`src/rtl/alu_op_sequencer.sv`:
```
// ALU control decoder feeding a small micro-op FIFO; slt is split into a
// subtract followed by a set-on-sign, emitted by a two-state FSM.
module alu_op_sequencer #(
  parameter int FUNC_W = 4,
  parameter int OP_W   = 4,
  parameter int DEPTH  = 4,
  parameter int CNT_W  = 8
) (
  input  logic              clk,
  input  logic              rst_n,
  input  logic              in_valid,
  output logic              in_ready,
  input  logic [1:0]        ALUop,
  input  logic [FUNC_W-1:0] func,
  output logic              out_valid,
  input  logic              out_ready,
  output logic [OP_W-1:0]   op,
  output logic              op_last,
  output logic [CNT_W-1:0]  illegal_cnt
);

  localparam int AW = (DEPTH > 1) ? $clog2(DEPTH) : 1;

  localparam logic [OP_W-1:0] OP_SUB = OP_W'(3);
  localparam logic [OP_W-1:0] OP_SET = OP_W'(7);

  typedef enum logic {IDLE, SECOND} state_t;

  state_t            state_q, state_d;
  logic [OP_W:0]     mem_q [DEPTH];
  logic [AW-1:0]     wr_q, wr_d;
  logic [AW-1:0]     rd_q, rd_d;
  logic [AW:0]       cnt_q, cnt_d;
  logic [CNT_W-1:0]  ill_q, ill_d;

  logic              full, empty;
  logic              accept, pop, push;
  logic [OP_W:0]     push_data;
  logic [8:0]        func_ext;
  logic              is_slt, is_ill;

  function automatic logic [OP_W-1:0] decode_op(input logic [1:0] aluop,
                                                 input logic [8:0] f);
    logic [OP_W-1:0] r;
    r = '1;
    case (aluop)
      2'd0: r = OP_W'(2);
      2'd1: r = OP_W'(3);
      2'd3: r = OP_W'(4);
      default: begin
        case (f)
          9'd0:    r = OP_W'(2);
          9'd1:    r = OP_W'(3);
          9'd2:    r = OP_W'(0);
          9'd3:    r = OP_W'(4);
          9'd4:    r = OP_W'(5);
          9'd5:    r = OP_W'(1);
          9'd6:    r = OP_W'(6);
          9'd7:    r = OP_SUB;
          default: r = '1;
        endcase
      end
    endcase
    return r;
  endfunction

  assign full     = (cnt_q == (AW+1)'(DEPTH));
  assign empty    = (cnt_q == '0);
  assign func_ext = 9'(func);
  assign is_slt   = (ALUop == 2'd2) && (func_ext == 9'd7);
  assign is_ill   = (ALUop == 2'd2) && (func_ext >= 9'd8);

  // rst_n gates in_ready so nothing is offered while reset is held
  assign in_ready = rst_n && (state_q == IDLE) && !full;
  assign accept   = in_valid && in_ready;
  assign pop      = !empty && out_ready;

  // FSM state register
  always_ff @(posedge clk or negedge rst_n) begin
    if (!rst_n) begin
      state_q <= IDLE;
    end else begin
      state_q <= state_d;
    end
  end

  // FSM next state
  always_comb begin
    state_d = state_q;
    case (state_q)
      IDLE:    if (accept && is_slt) state_d = SECOND;
      SECOND:  if (!full)            state_d = IDLE;
      default: state_d = IDLE;
    endcase
  end

  // FSM outputs: what gets pushed into the queue this cycle
  always_comb begin
    push      = 1'b0;
    push_data = '0;
    case (state_q)
      IDLE: begin
        if (accept) begin
          push      = 1'b1;
          push_data = is_slt ? {OP_SUB, 1'b0} : {decode_op(ALUop, func_ext), 1'b1};
        end
      end
      SECOND: begin
        if (!full) begin
          push      = 1'b1;
          push_data = {OP_SET, 1'b1};
        end
      end
      default: ;
    endcase
  end

  always_comb begin
    wr_d  = push ? wr_q + AW'(1) : wr_q;
    rd_d  = pop  ? rd_q + AW'(1) : rd_q;
    cnt_d = cnt_q;
    case ({push, pop})
      2'b10:   cnt_d = cnt_q + (AW+1)'(1);
      2'b01:   cnt_d = cnt_q - (AW+1)'(1);
      default: cnt_d = cnt_q;
    endcase
    ill_d = ill_q;
    if (accept && is_ill && (ill_q != '1)) ill_d = ill_q + CNT_W'(1);
  end

  always_ff @(posedge clk or negedge rst_n) begin
    if (!rst_n) begin
      wr_q  <= '0;
      rd_q  <= '0;
      cnt_q <= '0;
      ill_q <= '0;
    end else begin
      wr_q  <= wr_d;
      rd_q  <= rd_d;
      cnt_q <= cnt_d;
      ill_q <= ill_d;
    end
  end

  // Storage is not reset; the head is masked to zero whenever the queue is empty
  always_ff @(posedge clk) begin
    if (push) mem_q[wr_q] <= push_data;
  end

  assign out_valid   = !empty;
  assign op          = empty ? '0   : mem_q[rd_q][OP_W:1];
  assign op_last     = empty ? 1'b0 : mem_q[rd_q][0];
  assign illegal_cnt = ill_q;

endmodule

```
`config.mk`:
```
export PLATFORM = sky130hd
export DESIGN_NAME = alu_op_sequencer
export DESIGN_NICKNAME = d
export VERILOG_FILES = /design/src/rtl/alu_op_sequencer.sv
export SDC_FILE = /design/constraint.sdc
export NUM_CORES = 1
export LEC_CHECK = 0
export ABC_AREA = 1
export BUFFER_PORTS_ARGS = -buffer_cell sky130_fd_sc_hd__clkbuf_2
export CORE_MARGIN = 2
export CORE_UTILIZATION = 40
export DETAILED_ROUTE_END_ITERATION = 6
export GPL_ROUTABILITY_DRIVEN = 0
export PLACE_DENSITY = 0.56
export SLEW_MARGIN = 10
export SYNTH_ARGS = -nofsm -noshare
export SYNTH_HDL_FRONTEND = slang
export SYNTH_SLANG_ARGS = --single-unit
```
`constraint.sdc`:
```
create_clock -name clk -period 2.9 [get_ports clk]
set_input_delay 0.58 -clock clk [delete_from_list [all_inputs] [get_ports clk]]
set_output_delay 0.58 -clock clk [all_outputs]
set_load 0.01 [all_outputs]
```
Yosys cells after proc, flatten, opt, wreduce, memory -nomap -nowiden
Memories as Yosys holds them, arrays and structs flattened.
Cells that the tools add are included.
{"block": "totals", "reg_bits": 16, "ramBits": 20, "rom_bits": 24, "inputBits": 10, "elab_cells": 54, "memories": 2}
{"name": "(no name shown)", "words": 8, "width": 3, "read_ports": 1, "rd_ports_with_merged_regs": 0, "write_ports": 0, "line_no": "51", "text": "case (f)"}
{"name": "mem_q", "words": 4, "width": 5, "read_ports": 1, "rd_ports_with_merged_regs": 0, "write_ports": 1, "line_no": "30", "text": "logic [OP_W:0] mem_q [DEPTH];"}
{"block": "classes", "addsub": 5, "magnitude_cmp": 1, "n_eq_ne": 8, "muxes": 17, "n_bitwise": 1, "n_reduce_logical": 15}
{"op": "4-bit two-way mux", "n": 3}
{"op": "4-bit one-hot mux with 3 select lines", "n": 1}
{"op": "5-bit two-way mux", "n": 2}
{"op": "5-bit one-hot mux with 2 select lines", "n": 1}
{"op": "1-bit logical AND", "n": 9}
{"op": "8-bit by 1-bit adder with 8-bit output, second input constant", "n": 1}
{"op": "8-bit inequality test, second input constant", "n": 1}
{"op": "1-bit two-way mux", "n": 7}
{"op": "2-bit equality test, second input constant", "n": 3}
{"op": "6-bit zero test", "n": 1}
{"op": "3-bit one-hot mux with 2 select lines", "n": 1}
{"op": "2-bit by 1-bit adder with 2-bit output, second input constant", "n": 2}
{"op": "2-bit by 1-bit equality test with 1-bit output, second input constant", "n": 2}
{"op": "4-bit by 3-bit equality test with 1-bit output, second input constant", "n": 1}
{"op": "4-bit >= comparator, second input constant", "n": 1}
{"op": "1-bit one-hot mux with 2 select lines", "n": 2}
{"op": "3-bit by 1-bit adder with 3-bit output, second input constant", "n": 1}
{"op": "3-bit equality test, second input constant", "n": 1}
{"op": "3-bit zero test", "n": 1}
{"op": "3-bit by 1-bit subtractor with 3-bit output, second input constant", "n": 1}
{"op": "1-bit zero test", "n": 2}
{"op": "2-bit zero test", "n": 1}
{"op": "2-bit nonzero test", "n": 1}
{"op": "1-bit inverter", "n": 1}

Logic depth before layout (Yosys ltp)
{"block": "logic_depth", "ltp_word": 8, "depth_mapped": 11, "mapped_depth_nobuf": 11}

Worst setup path after synthesis
OpenSTA, ideal clock, no wires.
{"block": "synth_timing", "path_kind": "input port to flip-flop", "startpoint": "in rst_n", "endpoint": "reg cnt_q[2]", "t_arrival_ps": 1931, "t_required_ps": 2769, "slack_ps": 839, "stages": 11, "path_buffers": 0, "cell_sequence": "inv_1 > nor2_2 > nand3_4 > nand2_1 > inv_2 > ha_1 > inv_1 > fa_1 > a21oi_1 > o21ai_0 > xor2_1"}
{"block": "synth_between", "elab_chain_len": 7, "word_cells_on_any_way": 9, "classes_between": "eq/ne (2); mux (3); reduce/logical (4)"}
{"element": "start: declaration", "line_no": "10", "text": "input logic rst_n,"}
{"element": "1-bit logical AND (*) (2 in series)", "line_no": "74", "text": "assign in_ready = rst_n && (state_q == IDLE) && !full;"}
{"element": "1-bit logical AND (*)", "line_no": "75", "text": "assign accept = in_valid && in_ready;"}
{"element": "1-bit two-way mux (*)", "line_no": "103", "text": "if (accept) begin"}
{"element": "1-bit one-hot mux with 2 select lines (*)", "line_no": "101", "text": "case (state_q)"}
{"element": "2-bit by 1-bit equality test with 1-bit output / 2-bit equality test (equally long branches)", "line_no": "122", "text": "case ({push, pop})"}
{"element": "3-bit one-hot mux with 2 select lines / 2-bit nonzero test (equally long branches)"}
{"element": "end signal: assignment", "line_no": "140", "text": "cnt_q <= cnt_d;"}
{"element": "end: declaration", "line_no": "33", "text": "logic [AW:0] cnt_q, cnt_d;"}
Every way passes the cells marked *; elsewhere a longest branch is shown, timed or not.
A chain may end at the register's enable or synchronous reset.

Worst setup path after layout
{"block": "layout_timing", "startpoint": "reg cnt_q[0]", "endpoint": "reg cnt_q[2]"}
{"block": "layout_between", "elab_chain_len": 8, "word_cells_on_any_way": 16, "classes_between": "add/sub (2); eq/ne (3); mux (4); reduce/logical (7)"}
{"element": "3-bit equality test", "line_no": "67", "text": "assign full = (cnt_q == (AW+1)'(DEPTH));"}
{"element": "1-bit zero test"}
{"element": "1-bit logical AND", "line_no": "74"}
{"element": "1-bit logical AND", "line_no": "75"}
{"element": "1-bit two-way mux", "line_no": "103"}
{"element": "1-bit one-hot mux with 2 select lines", "line_no": "101"}
{"element": "2-bit by 1-bit equality test with 1-bit output / 2-bit equality test (equally long branches)", "line_no": "122"}
{"element": "3-bit one-hot mux with 2 select lines / 2-bit nonzero test (equally long branches)"}
Parallel ways exist; a longest one is shown, timed or not.

==> summary.md <==
| Metric | Value |
|---|---|
| Status | `complete, no violations` |
| Fmax achieved | `457 MHz` |
| Drt first pass iters | `4` |
| Most common cell after layout, fill and taps aside | `nand2_1` |
| CTS tree | `done` |
| Final Net Count | `260` |
| GR Util All Layers | `14.7%` |
| Worst Path Arrival | `2.36 ns` |
| CTS HTree Levels | `2` |
| Wirelength per Cell | `12.0 µm` |
| Layout cells sized above 1 | `18.9%` |
| Synth top area cells | `edfxtp_1 (31%), dfrtp_1 (21%), nand2_1 (9.2%), nor2_1 (6.3%), inv_1 (5.1%)` |
| Final min period | `~2.2 ns` |
| Final WL | `3.59 mm` |
| Slew Limit Fails | `0` |
| Synth Area in Compound Gates | `7.53%` |
| Area grow syn2layout | `14.3%` |
| Most frequent cells in the layout | `nand2_1 (47), nor2_1 (32), inv_1 (26), clkbuf_2 (24), edfxtp_1 (20)` |
| Skew-Pair Late Insertion Delay | `0.28 ns` |
| Number of hold violations in the final report | `0` |
| Post-CTS Setup Bufs | `0` |
| Hold buffer count at CTS | `0` |
| Clock Path Buffers | `2` |
| Post-synthesis average cell area | `around 9 µm²` |
| Core Box Area | `4660 µm²` |
| GRT overflow | `0` |
| IO Pins | `25` |
| RR Startpoint | `cnt_q[0]` |
| ANT nets after route | `0` |
| Crit path max-delay cell type | `dfrtp_1` |
| Mapped Nets | `231` |
| I/O Buffers | `24` |
| Via count | `around 1400` |
| CP max stage delay | `0.41 ns` |
| Largest net degree at the start of global routing | `17` |
| Maximum VDD drop | `257 µV` |
| Crit path launch type | `flop` |
| Multi-input gate area | `787 µm²` |
| Maxcap violations | `0` |
| Setup violators final | `0` |
| TritonCTS Buffers | `5` |
| Ant. Diodes | `0` |
| Finished Layout Cells | `about 300` |
| Synth warn | `0` |
| Total Power | `1770 µW` |
| Worst clock skew | `approximately 0.0087 ns` |
| Fillers | `467` |
| Chip height | `73.1 µm` |
| Post-CTS resize count | `0` |
| Post-Synth Adder-Cell Area | `4.97%` |
| TNS Setup | `0 ns` |
| Crit Reg-Reg Endpoint | `cnt_q[2]` |
| Initial antenna violation count | `0` |
| Vias in the first global route | `1204` |
| Clk root buf | `clkbuf_8` |
| WS Path Type | `reg -> reg` |
| PwrDens | `around 800 nW/µm²` |
| Max FO, Critical Path | `6` |
| # DRC | `0` |
| Initial core utilization | `between 40% and 50%` |
| Iter 0 DRT Violations | `63` |
| CTS sink cnt | `36` |
| Synth Area in Simple Gates | `around a quarter` |
| Main combinational cell family by area after synthesis | `simple AND/OR/NAND/NOR gates` |
| Yosys top cell area share | `31.4%` |
| Min-delay worst type | `in -> async` |
| Crit-path cells | `nor2_2 -> nand2_2 -> nand2_1 -> nand2_1 -> inv_2 -> ha_1 -> inv_1 -> fa_1 -> a21oi_1 -> o21ai_0 -> xor2_1` |
| Die width | `73.1 µm` |
| Dpl cells | `between 200 and 300` |
| Critical Path RT | `3.07 ns` |
| Clk slew on worst S/H paths | `~0.07 ns` |
| Sequential element share of the synthesized area | `a little over half` |
| # rows | `25` |
| Flops & latches, synth | `36` |
| Synthesized area | `1910 µm²` |
| Top delay family on crit path | `simple AND/OR/NAND/NOR gates` |
| Tcrit/Tclk final | `75.5%` |
| Vias/cell | `~4.7` |
| Synth unique cells | `28` |
| Most common cell on crit path | `nand2_1` |
| First-pass GRT wire length | `5.87 mm` |
| Unrepaired setup endpoints after global routing | `no` |
| Mux share of post-synthesis cell area | `0%` |
| Mapped Cells | `214` |
| R2R cell count | `11` |
| Die ar. | `5350 µm²` |
| Worst setup path start | `cnt_q[0]` |
| Critical Path End Type | `flop` |
| R2r setup slk | `0.71 ns` |
| Leak | `0.00106 µW` |
| HPWL after detailed placement | `approximately 2.7 mm` |
| Register area | `1000 µm²` |
| Worst Tran Pin Value | `0.547 ns` |
| Cell taking the most area after synthesis | `edfxtp_1` |
| Bufs and invs on worst path | `2` |
| XOR/XNOR Fraction of Synth Area | `~2.7%` |
| Relative slew slack | `63.4%` |
[metrics by stage]
step	setup slack [ns]	cell area, µm²	hold WS, ns	util, %
2_1_floorplan	0.839	1910	0.284	-
3_3_place_gp	0.623	2090	0.502	44.9
3_5_place_dp	0.602	2090	0.507	44.9
4_1_cts	0.722	2190	0.306	46.9
5_1_grt	0.518	2190	0.301	46.9
6_report	0.711	2190	0.287	46.9
[worst max path at each step]
| stage | to | slack (ns) | cells past startpoint |
|---|---|---|---|
| after detailed placement | cnt_q[2] | 0.60 | 12 |
| after floorplan | cnt_q[2] | 0.84 | 11 |
| after global routing | cnt_q[2] | 0.52 | 11 |
| final | cnt_q[2] | 0.71 | 11 |
| after global placement | cnt_q[2] | 0.62 | 12 |
| after CTS | cnt_q[2] | 0.72 | 11 |
[cell type report]
| type | instances | area share [%] |
|---|---|---|
| flip-flops and latches | 36 | 45.8 |
| multi-input cells | 146 | 36.0 |
| repair buffers | 25 | 5.84 |
| inverters | 29 | 5.04 |
| clock buffers | 6 | 3.78 |
| well taps | 54 | 3.09 |
| clock inverters | 2 | 0.458 |
[synthesized netlist by cell type, drive strengths merged]
master and n:
a31oi 1, nand3 14, clkbuf 1, nor2 37, ha 6, xor2 4
buf 2, nand4 2, o211ai 1, nand3b 2, edfxtp 20, nand2 50
o21ai 19, a21oi 7, fa 1, clkinv 1, dfrtp 16, inv 28
xnor2 2
[cell families after synthesis]
logic type / Yosys count
AO/OA/AOI/OAI: 28
XOR/XNOR: 6
adder cells (fa/ha/maj): 7
buffers and inverters: 32
flip-flops: 36
AND/OR/NAND/NOR: 105
[routing by layer]
layer	GRT usage [%]	up-vias	part of all wire, %
li1	-	749	-
met3	4.28	5	3.9
met2	20.0	27	43
met4	5.56	0	1.3
met5	0	-	0
met1	21.8	622	51
[worst register-to-register path: stages (launching register included)]
cell     delay (ns)
dfrtp_1        0.41
nor2_2         0.15
nand2_2        0.10
nand2_1        0.16
nand2_1        0.15
inv_2          0.12
ha_1           0.14
inv_1          0.06
fa_1           0.37
a21oi_1        0.15
o21ai_0        0.11
xor2_1         0.15
[power by group]
part | internal (µW) | switching (µW)
combinational | 240 | 402
sequential | 670 | 102
clock | 189 | 171
[registers in the layout, indices dropped and copies added, names as in the netlist]
register	cells
wr_q	2
state_q	1
illegal_cnt	8
cnt_q	3
mem_q	20
rd_q	2
Power figures use the tool's default switching activity.
